===== src/rtl/fc_tx_credit_arbiter_if.sv =====
// Bundle between TLP source queues / TX datapath and the flow-control credit arbiter.
// The slave modport is the arbiter's view; master is the traffic source and link side.
interface fc_tx_credit_arbiter_if #(
    parameter int unsigned HDR_CW  = 8,
    parameter int unsigned DATA_CW = 12,
    parameter int unsigned LEN_W   = 10
);
    logic                 fc_init_done;
    logic [HDR_CW-1:0]    ph_limit;
    logic [DATA_CW-1:0]   pd_limit;
    logic [HDR_CW-1:0]    nph_limit;
    logic [DATA_CW-1:0]   npd_limit;
    logic [HDR_CW-1:0]    cplh_limit;
    logic [DATA_CW-1:0]   cpld_limit;
    logic [2:0]           req;
    logic [3*LEN_W-1:0]   req_dcred;
    logic                 tlp_done;
    logic [2:0]           grant;
    logic                 busy;
    logic [HDR_CW-1:0]    ph_consumed;
    logic [DATA_CW-1:0]   pd_consumed;
    logic [HDR_CW-1:0]    nph_consumed;
    logic [DATA_CW-1:0]   npd_consumed;
    logic [HDR_CW-1:0]    cplh_consumed;
    logic [DATA_CW-1:0]   cpld_consumed;

    modport master (
        output fc_init_done, ph_limit, pd_limit, nph_limit, npd_limit, cplh_limit, cpld_limit,
        output req, req_dcred, tlp_done,
        input  grant, busy, ph_consumed, pd_consumed, nph_consumed, npd_consumed,
        input  cplh_consumed, cpld_consumed
    );

    modport slave (
        input  fc_init_done, ph_limit, pd_limit, nph_limit, npd_limit, cplh_limit, cpld_limit,
        input  req, req_dcred, tlp_done,
        output grant, busy, ph_consumed, pd_consumed, nph_consumed, npd_consumed,
        output cplh_consumed, cpld_consumed
    );
endinterface


===== src/rtl/fc_tx_credit_arbiter.sv =====
// TX flow-control scheduler: round-robin over Posted/Non-Posted/Completion requesters,
// granting only when header and data credits pass the modular limit check.
module fc_tx_credit_arbiter #(
    parameter int unsigned HDR_CW  = 8,
    parameter int unsigned DATA_CW = 12,
    parameter int unsigned LEN_W   = 10
) (
    input  logic                    clk,
    input  logic                    rst_n,
    fc_tx_credit_arbiter_if.slave   bus
);
    localparam int unsigned N_REQ = 3;
    localparam logic [HDR_CW-1:0]  HDR_HALF  = HDR_CW'(1) << (HDR_CW - 1);
    localparam logic [DATA_CW-1:0] DATA_HALF = DATA_CW'(1) << (DATA_CW - 1);

    typedef enum logic [1:0] {IDLE, CHECK, GRANT} state_e;

    state_e               state_q, state_d;
    logic [N_REQ-1:0]     elig_q, elig_d, elig_c, elig_live_c;
    logic [1:0]           rr_q, rr_d;
    logic [N_REQ-1:0]     grant_q, grant_d;
    logic                 busy_q;
    logic [HDR_CW-1:0]    hdr_cons_q [N_REQ];
    logic [HDR_CW-1:0]    hdr_cons_d [N_REQ];
    logic [DATA_CW-1:0]   data_cons_q [N_REQ];
    logic [DATA_CW-1:0]   data_cons_d [N_REQ];
    logic [HDR_CW-1:0]    hdr_lim [N_REQ];
    logic [DATA_CW-1:0]   data_lim [N_REQ];
    logic [LEN_W-1:0]     dcred [N_REQ];
    logic [HDR_CW-1:0]    hdr_diff_c [N_REQ];
    logic [DATA_CW-1:0]   data_diff_c [N_REQ];
    logic                 win_found_c;
    logic [1:0]           win_idx_c;

    assign hdr_lim[0]  = bus.ph_limit;
    assign hdr_lim[1]  = bus.nph_limit;
    assign hdr_lim[2]  = bus.cplh_limit;
    assign data_lim[0] = bus.pd_limit;
    assign data_lim[1] = bus.npd_limit;
    assign data_lim[2] = bus.cpld_limit;

    // Modular credit gating: remaining window must not exceed half the counter range.
    always_comb begin
        elig_c = '0;
        for (int unsigned i = 0; i < N_REQ; i++) begin
            dcred[i]       = bus.req_dcred[i*LEN_W +: LEN_W];
            hdr_diff_c[i]  = hdr_lim[i] - (hdr_cons_q[i] + HDR_CW'(1));
            data_diff_c[i] = data_lim[i] - (data_cons_q[i] + DATA_CW'(dcred[i]));
            elig_c[i]      = bus.req[i] && bus.fc_init_done &&
                             (hdr_diff_c[i] <= HDR_HALF) && (data_diff_c[i] <= DATA_HALF);
        end
    end

    // Round-robin pick; a requester that dropped req after IDLE no longer qualifies.
    always_comb begin
        elig_live_c = elig_q & bus.req;
        win_found_c = 1'b0;
        win_idx_c   = 2'd0;
        for (int unsigned k = 0; k < N_REQ; k++) begin
            int unsigned j;
            j = (int'(rr_q) + k) % N_REQ;
            if (!win_found_c && elig_live_c[j]) begin
                win_found_c = 1'b1;
                win_idx_c   = 2'(j);
            end
        end
    end

    always_comb begin
        state_d     = state_q;
        elig_d      = elig_q;
        rr_d        = rr_q;
        grant_d     = grant_q;
        hdr_cons_d  = hdr_cons_q;
        data_cons_d = data_cons_q;
        case (state_q)
            IDLE: begin
                if (|bus.req) begin
                    state_d = CHECK;
                    elig_d  = elig_c;
                end
            end
            CHECK: begin
                grant_d = '0;
                if (win_found_c) begin
                    state_d = GRANT;
                    rr_d    = (win_idx_c == 2'd2) ? 2'd0 : win_idx_c + 2'd1;
                    for (int unsigned i = 0; i < N_REQ; i++) begin
                        if (win_idx_c == 2'(i)) begin
                            grant_d[i]     = 1'b1;
                            hdr_cons_d[i]  = hdr_cons_q[i] + HDR_CW'(1);
                            data_cons_d[i] = data_cons_q[i] + DATA_CW'(dcred[i]);
                        end
                    end
                end else begin
                    state_d = IDLE;
                end
            end
            GRANT: begin
                if (bus.tlp_done) begin
                    state_d = IDLE;
                    grant_d = '0;
                end
            end
            default: begin
                state_d = IDLE;
                grant_d = '0;
            end
        endcase
    end

    always_ff @(posedge clk) begin
        if (!rst_n) begin
            state_q <= IDLE;
            elig_q  <= '0;
            rr_q    <= 2'd0;
            grant_q <= '0;
            busy_q  <= 1'b0;
            for (int unsigned i = 0; i < N_REQ; i++) begin
                hdr_cons_q[i]  <= '0;
                data_cons_q[i] <= '0;
            end
        end else begin
            state_q     <= state_d;
            elig_q      <= elig_d;
            rr_q        <= rr_d;
            grant_q     <= grant_d;
            busy_q      <= (state_d != IDLE);
            hdr_cons_q  <= hdr_cons_d;
            data_cons_q <= data_cons_d;
        end
    end

    assign bus.grant         = grant_q;
    assign bus.busy          = busy_q;
    assign bus.ph_consumed   = hdr_cons_q[0];
    assign bus.nph_consumed  = hdr_cons_q[1];
    assign bus.cplh_consumed = hdr_cons_q[2];
    assign bus.pd_consumed   = data_cons_q[0];
    assign bus.npd_consumed  = data_cons_q[1];
    assign bus.cpld_consumed = data_cons_q[2];
endmodule

===== src/flat_wrapper.sv =====
// flat-port wrapper written by rule: the top's interface ports become plain ports
module fc_tx_credit_arbiter_flat 
#(
    parameter int unsigned HDR_CW  = 8,
    parameter int unsigned DATA_CW = 12,
    parameter int unsigned LEN_W   = 10
)
  (clk, rst_n, bus_fc_init_done, bus_ph_limit, bus_pd_limit, bus_nph_limit, bus_npd_limit, bus_cplh_limit, bus_cpld_limit, bus_req, bus_req_dcred, bus_tlp_done, bus_grant, bus_busy, bus_ph_consumed, bus_pd_consumed, bus_nph_consumed, bus_npd_consumed, bus_cplh_consumed, bus_cpld_consumed);
  fc_tx_credit_arbiter_if #(.HDR_CW(HDR_CW), .DATA_CW(DATA_CW), .LEN_W(LEN_W)) bus_i ();
  input  logic clk;
  input  logic rst_n;
  input wire logic [$bits(bus_i.fc_init_done)-1:0] bus_fc_init_done;
  input wire logic [$bits(bus_i.ph_limit)-1:0] bus_ph_limit;
  input wire logic [$bits(bus_i.pd_limit)-1:0] bus_pd_limit;
  input wire logic [$bits(bus_i.nph_limit)-1:0] bus_nph_limit;
  input wire logic [$bits(bus_i.npd_limit)-1:0] bus_npd_limit;
  input wire logic [$bits(bus_i.cplh_limit)-1:0] bus_cplh_limit;
  input wire logic [$bits(bus_i.cpld_limit)-1:0] bus_cpld_limit;
  input wire logic [$bits(bus_i.req)-1:0] bus_req;
  input wire logic [$bits(bus_i.req_dcred)-1:0] bus_req_dcred;
  input wire logic [$bits(bus_i.tlp_done)-1:0] bus_tlp_done;
  output wire logic [$bits(bus_i.grant)-1:0] bus_grant;
  output wire logic [$bits(bus_i.busy)-1:0] bus_busy;
  output wire logic [$bits(bus_i.ph_consumed)-1:0] bus_ph_consumed;
  output wire logic [$bits(bus_i.pd_consumed)-1:0] bus_pd_consumed;
  output wire logic [$bits(bus_i.nph_consumed)-1:0] bus_nph_consumed;
  output wire logic [$bits(bus_i.npd_consumed)-1:0] bus_npd_consumed;
  output wire logic [$bits(bus_i.cplh_consumed)-1:0] bus_cplh_consumed;
  output wire logic [$bits(bus_i.cpld_consumed)-1:0] bus_cpld_consumed;
  assign bus_i.fc_init_done = bus_fc_init_done;
  assign bus_i.ph_limit = bus_ph_limit;
  assign bus_i.pd_limit = bus_pd_limit;
  assign bus_i.nph_limit = bus_nph_limit;
  assign bus_i.npd_limit = bus_npd_limit;
  assign bus_i.cplh_limit = bus_cplh_limit;
  assign bus_i.cpld_limit = bus_cpld_limit;
  assign bus_i.req = bus_req;
  assign bus_i.req_dcred = bus_req_dcred;
  assign bus_i.tlp_done = bus_tlp_done;
  assign bus_grant = bus_i.grant;
  assign bus_busy = bus_i.busy;
  assign bus_ph_consumed = bus_i.ph_consumed;
  assign bus_pd_consumed = bus_i.pd_consumed;
  assign bus_nph_consumed = bus_i.nph_consumed;
  assign bus_npd_consumed = bus_i.npd_consumed;
  assign bus_cplh_consumed = bus_i.cplh_consumed;
  assign bus_cpld_consumed = bus_i.cpld_consumed;
  fc_tx_credit_arbiter #(.HDR_CW(HDR_CW), .DATA_CW(DATA_CW), .LEN_W(LEN_W)) u_core (.clk(clk), .rst_n(rst_n), .bus(bus_i));
endmodule

===== config.mk =====
export PLATFORM = sky130hd
export DESIGN_NAME = fc_tx_credit_arbiter_flat
export DESIGN_NICKNAME = d
export VERILOG_FILES = /design/src/rtl/fc_tx_credit_arbiter_if.sv /design/src/rtl/fc_tx_credit_arbiter.sv /design/src/flat_wrapper.sv
export SDC_FILE = /design/constraint.sdc
export NUM_CORES = 1
export LEC_CHECK = 0
export CAP_MARGIN = 20
export CELL_PAD_IN_SITES_DETAIL_PLACEMENT = 0
export CELL_PAD_IN_SITES_GLOBAL_PLACEMENT = 1
export CORE_MARGIN = 10
export CORE_UTILIZATION = 37
export CTS_BUF_LIST = sky130_fd_sc_hd__clkbuf_16
export DETAILED_ROUTE_END_ITERATION = 8
export GPL_TIMING_DRIVEN = 0
export MAX_ROUTING_LAYER = met4
export PLACE_DENSITY = 0.85
export SYNTH_ARGS = -nofsm -noshare
export SYNTH_HDL_FRONTEND = slang
export SYNTH_SLANG_ARGS = --single-unit

===== constraint.sdc =====
create_clock -name clk -period 5.35 [get_ports clk]
set_input_delay 1.07 -clock clk [delete_from_list [all_inputs] [get_ports clk]]
set_output_delay 1.07 -clock clk [all_outputs]
set_load 0.02 [all_outputs]

==> impl_metrics.yaml <==
synth:
  yosys_warnings: 0
  synthArstFlopShare_pct: 0
  synth.cell_area_um2: 6790
  yosysUniqueCellTypes: 66
  ys_ff_latch: 71
  syn_avg_cell_area_um2: 7.91
  synth_top_area_share_pct: 20.9
  seq_area_frac_synth_pct: 20.9
  syn_inst: 858
  synth_ff_type: "dfxtp_1"
  synth_top_cell_by_area: "dfxtp_1"
  synth_edf_count: 0
  synth_area_leaders: "dfxtp_1, ha_1, xnor2_1"
  syn-num-nets: 1053
sta:
  setup_tns_ns: 0
  period_needed_ns: 4.88
  hold_viol_final: 0
  fmax_ghz: 0.205
  postLayoutSetupSlackWorst_ns: 0.469
  grt_setup_unrepaired: "false"
  timing.final.max_slew_violations: 0
  whs_ns: 0.458
  tightest_slew_ns: 0.986
  slew_headroom_pct: 33.7
  finalSetupViolations: 0
  min_period_over_period_pct: 91.2
  skew_ns: 0.00481
global_routing:
  busiest_layer: "met2"
  met1_usage_pct: 21.7
  grt_max_degree: 13
  grt_pass1_wl_um: 32800
  grt_pass1_vias: 6343
  met2_usage_pct: 27.2
  overflow: 0
  grt.total_usage_pct: 17.0
  antenna_found_initial: 1
  globalRouteMet3Util_pct: 3.50
min_path:
  hp-class: "reg -> reg"
cts:
  ctsHtreeMaxLevel: 3
  clk_pin_slew_ns: 0.06
  cts-hold-fix-buffers: 0
  root_buffer: "clkbuf_16"
  cts_tree: "done"
  cts_made_buffers: 9
  cts_resized: 0
  clockBufferDepth: 2
  cts_setup_buffers: 0
  clock_latency_ns: 0.33
  clock_sinks: 71
power_and_ir_drop:
  ir_drop_mv: 0.142
  power_density_nw_per_um2: 180
  leakagePower_nw: 3.52
  power.total_mw: 1.62
placement:
  post-dp-hpwl_um: 16800
  pre_cts_slack_ns: 0.146
  dpl.cell_count: 1246
  portBuffers: 159
  placed_area_um2: 8670
  gp_congestion: 0.870
critical_path:
  start_kind: "input port"
  crit_type: "in -> reg"
  endpoint_kind: "flop"
  cp.required_ns: 5.61
  cp_max_fo: 6
  worstPathArrival_ns: 5.14
drt:
  remaining_drc_errors: 0
  vias: 6495
  ant_nets: 0
  avgRoutedWirePerCell_um: 16.3
  first_pass_iters: 4
  drt-vias-per-instance: 5.14
  drt-total-wl_um: 20500
  drt-initial-drc-count: 242
floorplanning:
  design.die.area_um2: 24200
  ios: 161
  coreArea_um2: 18000
  start_util_pct: 37.7
  die_x_um: 155
  fp-row-count: 49
  die_height_um: 155
final_layout:
  final_cells: 1263
  nets: 1223
  post-route-cell-area_um2: 9000
  layout_commonest_cell: "clkdlybuf4s50_1"
  final_core_util_pct: 50.0
  syn_to_final_growth_pct: 32.7
  final_cell_mix: "clkdlybuf4s50_1, nor2_1, ha_1, a21oi_1, dfxtp_1"
  drive_gt1_share_pct: 3.19
job:
  cap_viol_max_count: 0
run_status:
  outcome: "finished clean"
## cells in the mapped netlist, drive strengths merged (10+ instances only)
library cell,number
nand2b,13
xnor2,46
or3,13
a21o,18
o21ai,52
clkbuf,14
inv,49
mux2i,10
dfxtp,71
nand3,22
nand2,64
nor3,21
nor2,94
xor2,42
o21a,19
nor2b,15
ha,89
a211oi,12
and2,11
a21oi,72
## layout make-up
class / instances / area (µm²)
fillers: 1785 / 9020
multi-input cells: 720 / 5110
repair buffers: 159 / 1590
flip-flops and latches: 71 / 1420
well taps: 229 / 287
clock buffers: 9 / 225
inverters: 49 / 184
clock inverters: 7 / 111
plain buffers: 18 / 71.3
diodes: 1 / 2.50
## per-layer routing
metal / vias up / routed length [µm]
met4: 0 / 214
met1: 2941 / 9780
met5: - / 0
li1: 3418 / -
met3: 13 / 975
met2: 123 / 9580
## final timing paths
| check | from | to | slack, ns | depth (start not counted) |
|---|---|---|---|---|
| worst max register to register | u_core.bus.cpld_consumed[0]$_SDFFE_PN0P_ | u_core.elig_q[2]$_SDFFE_PN0P_ | 1.27 | 17 |
| worst max-delay path | bus_req_dcred[20] | u_core.elig_q[2]$_SDFFE_PN0P_ | 0.47 | 18 |
| worst min-delay path | u_core.bus.grant[0]$_SDFFE_PN0P_ | u_core.bus.grant[0]$_SDFFE_PN0P_ | 0.46 | 2 |
| worst min register to register | u_core.bus.grant[0]$_SDFFE_PN0P_ | u_core.bus.grant[0]$_SDFFE_PN0P_ | 0.46 | 2 |
## critical path: stages
cell and delay [ns]:
clkdlybuf4s50_1 0.45, ha_1 0.19, inv_1 0.07, fa_1 0.39
nor2b_1 0.13, o21ai_0 0.11, a21oi_1 0.21, o21ai_0 0.16
a21oi_1 0.28, a31oi_1 0.19, xor2_1 0.18, ha_1 0.40
inv_1 0.10, a211oi_1 0.21, and4_1 0.19, o221ai_1 0.09
or4_1 0.55, a31oi_1 0.17
## cells by family after synthesis
| logic type | Yosys count | synth area share, % |
|---|---|---|
| and+or+nand+nor | 279 | 19.5 |
| AOI/OAI and AO/OA | 241 | 23.1 |
| adders and majority gates | 100 | 19.4 |
| xor gates and xnor gates | 88 | 11.4 |
| DFF | 71 | 20.9 |
| buffers and inverters | 67 | 3.76 |
| muxes | 12 | 1.97 |
## power by group
group	switching (mW)	leakage, nW	internal (mW)
combinational	0.198	2.78	0.198
sequential	0.00303	0.572	0.532
clock	0.234	0.163	0.452
## state kept, by name (all words and copies together) (netlist names), 3 cells and up
name	flops
u_core.bus.cpld_consumed	12
u_core.bus.cplh_consumed	8
u_core.bus.grant	3
u_core.bus.npd_consumed	12
u_core.bus.nph_consumed	8
u_core.bus.pd_consumed	12
u_core.bus.ph_consumed	8
u_core.elig_q	3
No activity file was read; power rests on OpenSTA's default activity.
==> edit 1 (same flow settings) <==
Re-encode `state_e` (3 states) as one-hot, 3 bits wide.
--- a/src/rtl/fc_tx_credit_arbiter.sv
+++ b/src/rtl/fc_tx_credit_arbiter.sv
@@ -13,7 +13,7 @@
     localparam logic [HDR_CW-1:0]  HDR_HALF  = HDR_CW'(1) << (HDR_CW - 1);
     localparam logic [DATA_CW-1:0] DATA_HALF = DATA_CW'(1) << (DATA_CW - 1);
 
-    typedef enum logic [1:0] {IDLE, CHECK, GRANT} state_e;
+    typedef enum logic [2:0] {IDLE = 3'b001, CHECK = 3'b010, GRANT = 3'b100} state_e;
 
     state_e               state_q, state_d;
     logic [N_REQ-1:0]     elig_q, elig_d, elig_c, elig_live_c;
Check against the original RTL: same outputs for any inputs over 4 cycles, from zero or initial values and one cycle with rst_n low; so few cycles prove little.
==> edit 1 against the original RTL <==
Utilization shrank 0.28 points. Critical path depth did not move. Worst setup slack got worse by 0.078 ns. Cell area decreased by 0.57%. Sequential share of layout area up 0.31 points. Total power shrank 9.2%. Cell count is 0.55% lower. Routed wire length down 4.2%. Synthesized area rose by 0.29%. Clock power down 21%. Sequential cell count rose by 1. Clock skew grew 0.0017 ns. Critical path type unchanged.
==> edit 1: results (changes against the original RTL) <==
| Metric | Value |
|---|---|
| XOR/XNOR share of the synthesized area | 0.131 (+0.0177) |
| DP HPWL | 16200 microns (-4.1%) |
| CP delay by family, top | compound AO/OA/AOI/OAI gates |
| Largest net degree at the start of global routing | 12 (-1) |
| Final Skew | 0.00650 ns (+0.00168 ns) |
| Post-Syn Nets | 1046 (-0.66%) |
| Multi-input comb cells | 718 (-0.28%) |
| Met2 Usage GRT | 0.256 (-0.0160) |
| Post-DR vias/cell | 5.12 (-0.48%) |
| Pre-antenna DRT Iters | 4 (unchanged) |
| Synthesized area per cell | 8.00 sq um (+1.1%) |
| Layout clock area frac | 0.0288 (-0.00859) |
| Nets | 1217 (-0.49%) |
| GRT Total Usage | 0.163 (-0.00645) |
| Met1 usage | 0.212 (-0.00461) |
| Peak VDD IR | 0.000141 V (-0.79%) |
| Area fraction in compound gates after synthesis | 0.218 (-0.0126) |
| WL met3 | 776 microns (-20%) |
| Initial antenna violation count | 0 (-1) |
| GRT met3 Usage | 0.0323 (-0.00276) |
| Antenna fix cells | 0 (-1) |
| Outcome | complete, no violations |
| Setup crit end | u_core.elig_q[1] |
| First-pass GRT wire length | 31600 microns (-3.6%) |
| Pre-CTS WS | 0.0303 ns (-0.116 ns) |
| Register Area | 1440 sq um (+1.4%) |
| Port bufs | 160 (+0.63%) |
| Multi-input combinational area share | 0.571 (+0.00325) |
| DR WL met2 | 8920 microns (-6.8%) |
| Wire per inst | 15.7 microns (-3.7%) |
| Synth cell count leaders | nor2_1 (98), ha_1 (89), dfxtp_1 (72) |
| Vias | 6428 (-1.0%) |
| Proportion of layout cells with a drive suffix above 1 | 0.0321 (+0.000187) |
| Post-synth cell types | 68 (+3.0%) |
| Sequential fraction of total cell area | 0.161 (+0.00314) |
| Reg2reg setup slack | 1.18 ns (-0.09 ns) |
| Number of buffers created by CTS | 9 (unchanged) |
| Post-synth top flop | dfxtp_1 |
| Met1 wire length | 9750 microns (-0.33%) |
| Area contributors post-synth | dfxtp_1 (21%), ha_1 (16%), xnor2_1 (7.5%) |
| Minimum clock period | 4.96 ns (+0.0777 ns) |
| Mux contribution to synthesized area | 0.0132 (-0.00649) |
| Critical path's largest stage delay | 0.52 ns (-0.03 ns) |
| FILL cells | 1787 (+0.11%) |
| Drt first-iter violations | 255 (+5.4%) |
| Crit path from | bus_req_dcred[10] |
| Nonclk inv count | 46 (-6.1%) |
| CTS sink count | 72 (+1.4%) |
| Worst EP arrival | 5.21 ns (+0.07 ns) |
| Max transition margin | 0.487 (+0.150) |
| Vias in the first global route | 6319 (-0.38%) |
| Seq/Total Area, Yosys | 0.212 (+0.00232) |
| Signal buffers | 175 (-1.1%) |
| Leakage | 3.57 nW (+1.5%) |
| Buffering overhead | 0.188 (+0.00343) |
## edit 1: changes by cell type after synthesis, moves of 6 or more
cell      unedited run  this run
xnor2_1             46        58
a21oi_1             72        60
o21ai_0             52        42
nand3_1             22        15
nand2_1             63        70
a21o_1              18        24
o31ai_1              9         3
clkbuf_1            14         7
## edit 1: worst min path at each step
stage,to,depth (start not counted),slack [ns],start
after floorplan,u_core.rr_q[1],2,0.45,u_core.rr_q[1]
after global placement,u_core.bus.grant[1],2,0.44,u_core.bus.grant[1]
after detailed placement,u_core.bus.grant[2],2,0.45,u_core.bus.grant[2]
after CTS,u_core.bus.grant[2],2,0.46,u_core.bus.grant[2]
after global routing,u_core.bus.grant[1],2,0.50,u_core.bus.grant[1]
final,u_core.bus.grant[2],2,0.46,u_core.bus.grant[2]
## edit 1: where the power goes
part           total [mW]  switching, mW  internal (mW)
combinational       0.385          0.190          0.195
sequential          0.543        0.00347          0.540
clock               0.541          0.236          0.306
==> edit 2 (same settings) <==
Without the edit above. `LEN_W` is set to 10 in 3 places; all go to 12.
--- a/src/rtl/fc_tx_credit_arbiter_if.sv
+++ b/src/rtl/fc_tx_credit_arbiter_if.sv
@@ -3,7 +3,7 @@
 interface fc_tx_credit_arbiter_if #(
     parameter int unsigned HDR_CW  = 8,
     parameter int unsigned DATA_CW = 12,
-    parameter int unsigned LEN_W   = 10
+    parameter int unsigned LEN_W   = 12
 );
     logic                 fc_init_done;
     logic [HDR_CW-1:0]    ph_limit;
--- a/src/rtl/fc_tx_credit_arbiter.sv
+++ b/src/rtl/fc_tx_credit_arbiter.sv
@@ -3,7 +3,7 @@
 module fc_tx_credit_arbiter #(
     parameter int unsigned HDR_CW  = 8,
     parameter int unsigned DATA_CW = 12,
-    parameter int unsigned LEN_W   = 10
+    parameter int unsigned LEN_W   = 12
 ) (
     input  logic                    clk,
     input  logic                    rst_n,
--- a/src/flat_wrapper.sv
+++ b/src/flat_wrapper.sv
@@ -3,7 +3,7 @@
 #(
     parameter int unsigned HDR_CW  = 8,
     parameter int unsigned DATA_CW = 12,
-    parameter int unsigned LEN_W   = 10
+    parameter int unsigned LEN_W   = 12
 )
   (clk, rst_n, bus_fc_init_done, bus_ph_limit, bus_pd_limit, bus_nph_limit, bus_npd_limit, bus_cplh_limit, bus_cpld_limit, bus_req, bus_req_dcred, bus_tlp_done, bus_grant, bus_busy, bus_ph_consumed, bus_pd_consumed, bus_nph_consumed, bus_npd_consumed, bus_cplh_consumed, bus_cpld_consumed);
   fc_tx_credit_arbiter_if #(.HDR_CW(HDR_CW), .DATA_CW(DATA_CW), .LEN_W(LEN_W)) bus_i ();
Ports: changed (resized bus_req_dcred); port bits go from 161 to 167. The function was not compared with the original's and may differ.
==> edit 2 against the original RTL <==
Cell count rose by 3.2%. Sequential cell count is the same. First-iteration DRC count down 5.4%. Synthesized area grew 4.8%. Worst setup slack worse by 0.078 ns. Cell area increased by 4.3%. Routed wire length is 1.2% higher. Sequential share of layout area decreased by 0.66 points. Total power shrank 3.7%. Non-clock buffer count up 7. Critical endpoint is now u_core.elig_q[1].
==> edit 2: results (changes against the original RTL) <==
| Metric | Value |
|---|---|
| Routability cong. | 0.849 (-2.3%) |
| Peak VDD IR | 0.000150 V (+5.6%) |
| Critical path's largest stage delay | 0.42 ns (-0.13 ns) |
| GRT Total Usage | 0.168 (-0.00136) |
| Met2 Usage GRT | 0.263 (-0.00830) |
| Vias in the first global route | 6475 (+2.1%) |
| Longest Clk Path Bufs | 2 (unchanged) |
| Worst-path fanout max | 5 (-1) |
| XOR/XNOR share of the synthesized area | 0.123 (+0.00934) |
| Placed Cells | 1285 (+3.1%) |
| Proportion of layout cells with a drive suffix above 1 | 0.0336 (+0.00168) |
| Comb power frac | 0.278 (+0.033) |
| Final Skew | 0.00589 ns (+0.00108 ns) |
| Clk pwr | 0.588 mW (-14%) |
| Crit path from | bus_req_dcred[12] |
| Cts repair resizes | 0 (unchanged) |
| P_int | 1.11 mW (-6.5%) |
| Pre-antenna DRT Iters | 5 (+1) |
| Post-DR vias/cell | 5.04 (-2.1%) |
| First-pass GRT wire length | 33000 microns (+0.67%) |
| Drt first-iter violations | 229 (-5.4%) |
| Setup WS post-layout | 0.391 ns (-0.0781 ns) |
| Seq/Total Area, Yosys | 0.200 (-0.00968) |
| Max transition margin | 0.447 (+0.109) |
| Worst r2r dst | u_core.elig_q[1] |
| Max stage delay cell, worst path | fa_1 |
| Wire per inst | 16.0 microns (-1.9%) |
| Port bufs | 166 (+4.4%) |
| Synth Area in Adders | 0.190 (-0.00386) |
| Area contributors post-synth | dfxtp_1 (20%), ha_1 (16%), xnor2_1 (7.9%) |
| Met1 usage | 0.207 (-0.00915) |
| Worst Hold Path EP | u_core.elig_q[0] |
| Hold_ws | 0.472 ns (+0.0144 ns) |
| Mux contribution to synthesized area | 0.0327 (+0.0130) |
| Crit path buffers/inverters | 1 (-2) |
| Syn Inst Count | 859 (+0.12%) |
| Reg2reg setup slack | 1.17 ns (-0.10 ns) |
| Hold path start | u_core.elig_q[0] |
| Initial antenna violation count | 2 (+1) |
| DP HPWL | 17000 microns (+1.2%) |
| Pre-CTS WS | -0.0919 ns (-0.238 ns) |
| Area fraction in compound gates after synthesis | 0.198 (-0.0323) |
| Vias | 6562 (+1.0%) |
| FILL cells | 1860 (+4.2%) |
| Leakage | 3.76 nW (+6.9%) |
| Placed cell areas | 9100 sq um (+5.1%) |
| Nets | 1240 (+1.4%) |
| Outcome | complete, no violations |
| GRT met3 Usage | 0.0496 (+0.0146) |
| Post-synth cell types | 71 (+7.6%) |
| Worst EP arrival | 5.25 ns (+0.11 ns) |
| Post-Syn Nets | 1063 (+0.95%) |
| Clock group share of total power | 0.378 (-0.046) |
| Number of buffers created by CTS | 9 (unchanged) |
| Synth cell count leaders | ha_1 (92), dfxtp_1 (71), xnor2_1 (64) |
| FF-to-FF Start | u_core.bus.npd_consumed[0] |
| Largest net degree at the start of global routing | 12 (-1) |
-- edit 2: cell count changes after synthesis, sizes merged, moves of 8 or more --
cell   unedited run  this run
nor2b            15        33
nand2            64        56
or3              13         5
xnor2            46        65
and2             11        38
o21ai            52        32
nor2             94        45
xor2             42        34
mux2i            10        21
a21oi            72        48
-- edit 2: final cells by class --
type                    count  area (sq um)  area share
plain buffers              18          81.3     0.00866
clock buffers               9           225      0.0240
inverters                  55           206      0.0220
multi-input cells         715          5410       0.576
repair buffers            166          1660       0.177
flip-flops and latches     71          1420       0.151
well taps                 260           325      0.0346
clock inverters             7          55.1     0.00586
diodes                      2          5.00    0.000533
-- edit 2: per-layer routing --
metal | wire length, microns | share of wire | up-vias
met1 | 9980 | 0.48 | 2967
met2 | 9260 | 0.45 | 147
met3 | 1330 | 0.064 | 18
met5 | 0 | 0 | -
met4 | 224 | 0.011 | 0
li1 | - | - | 3430
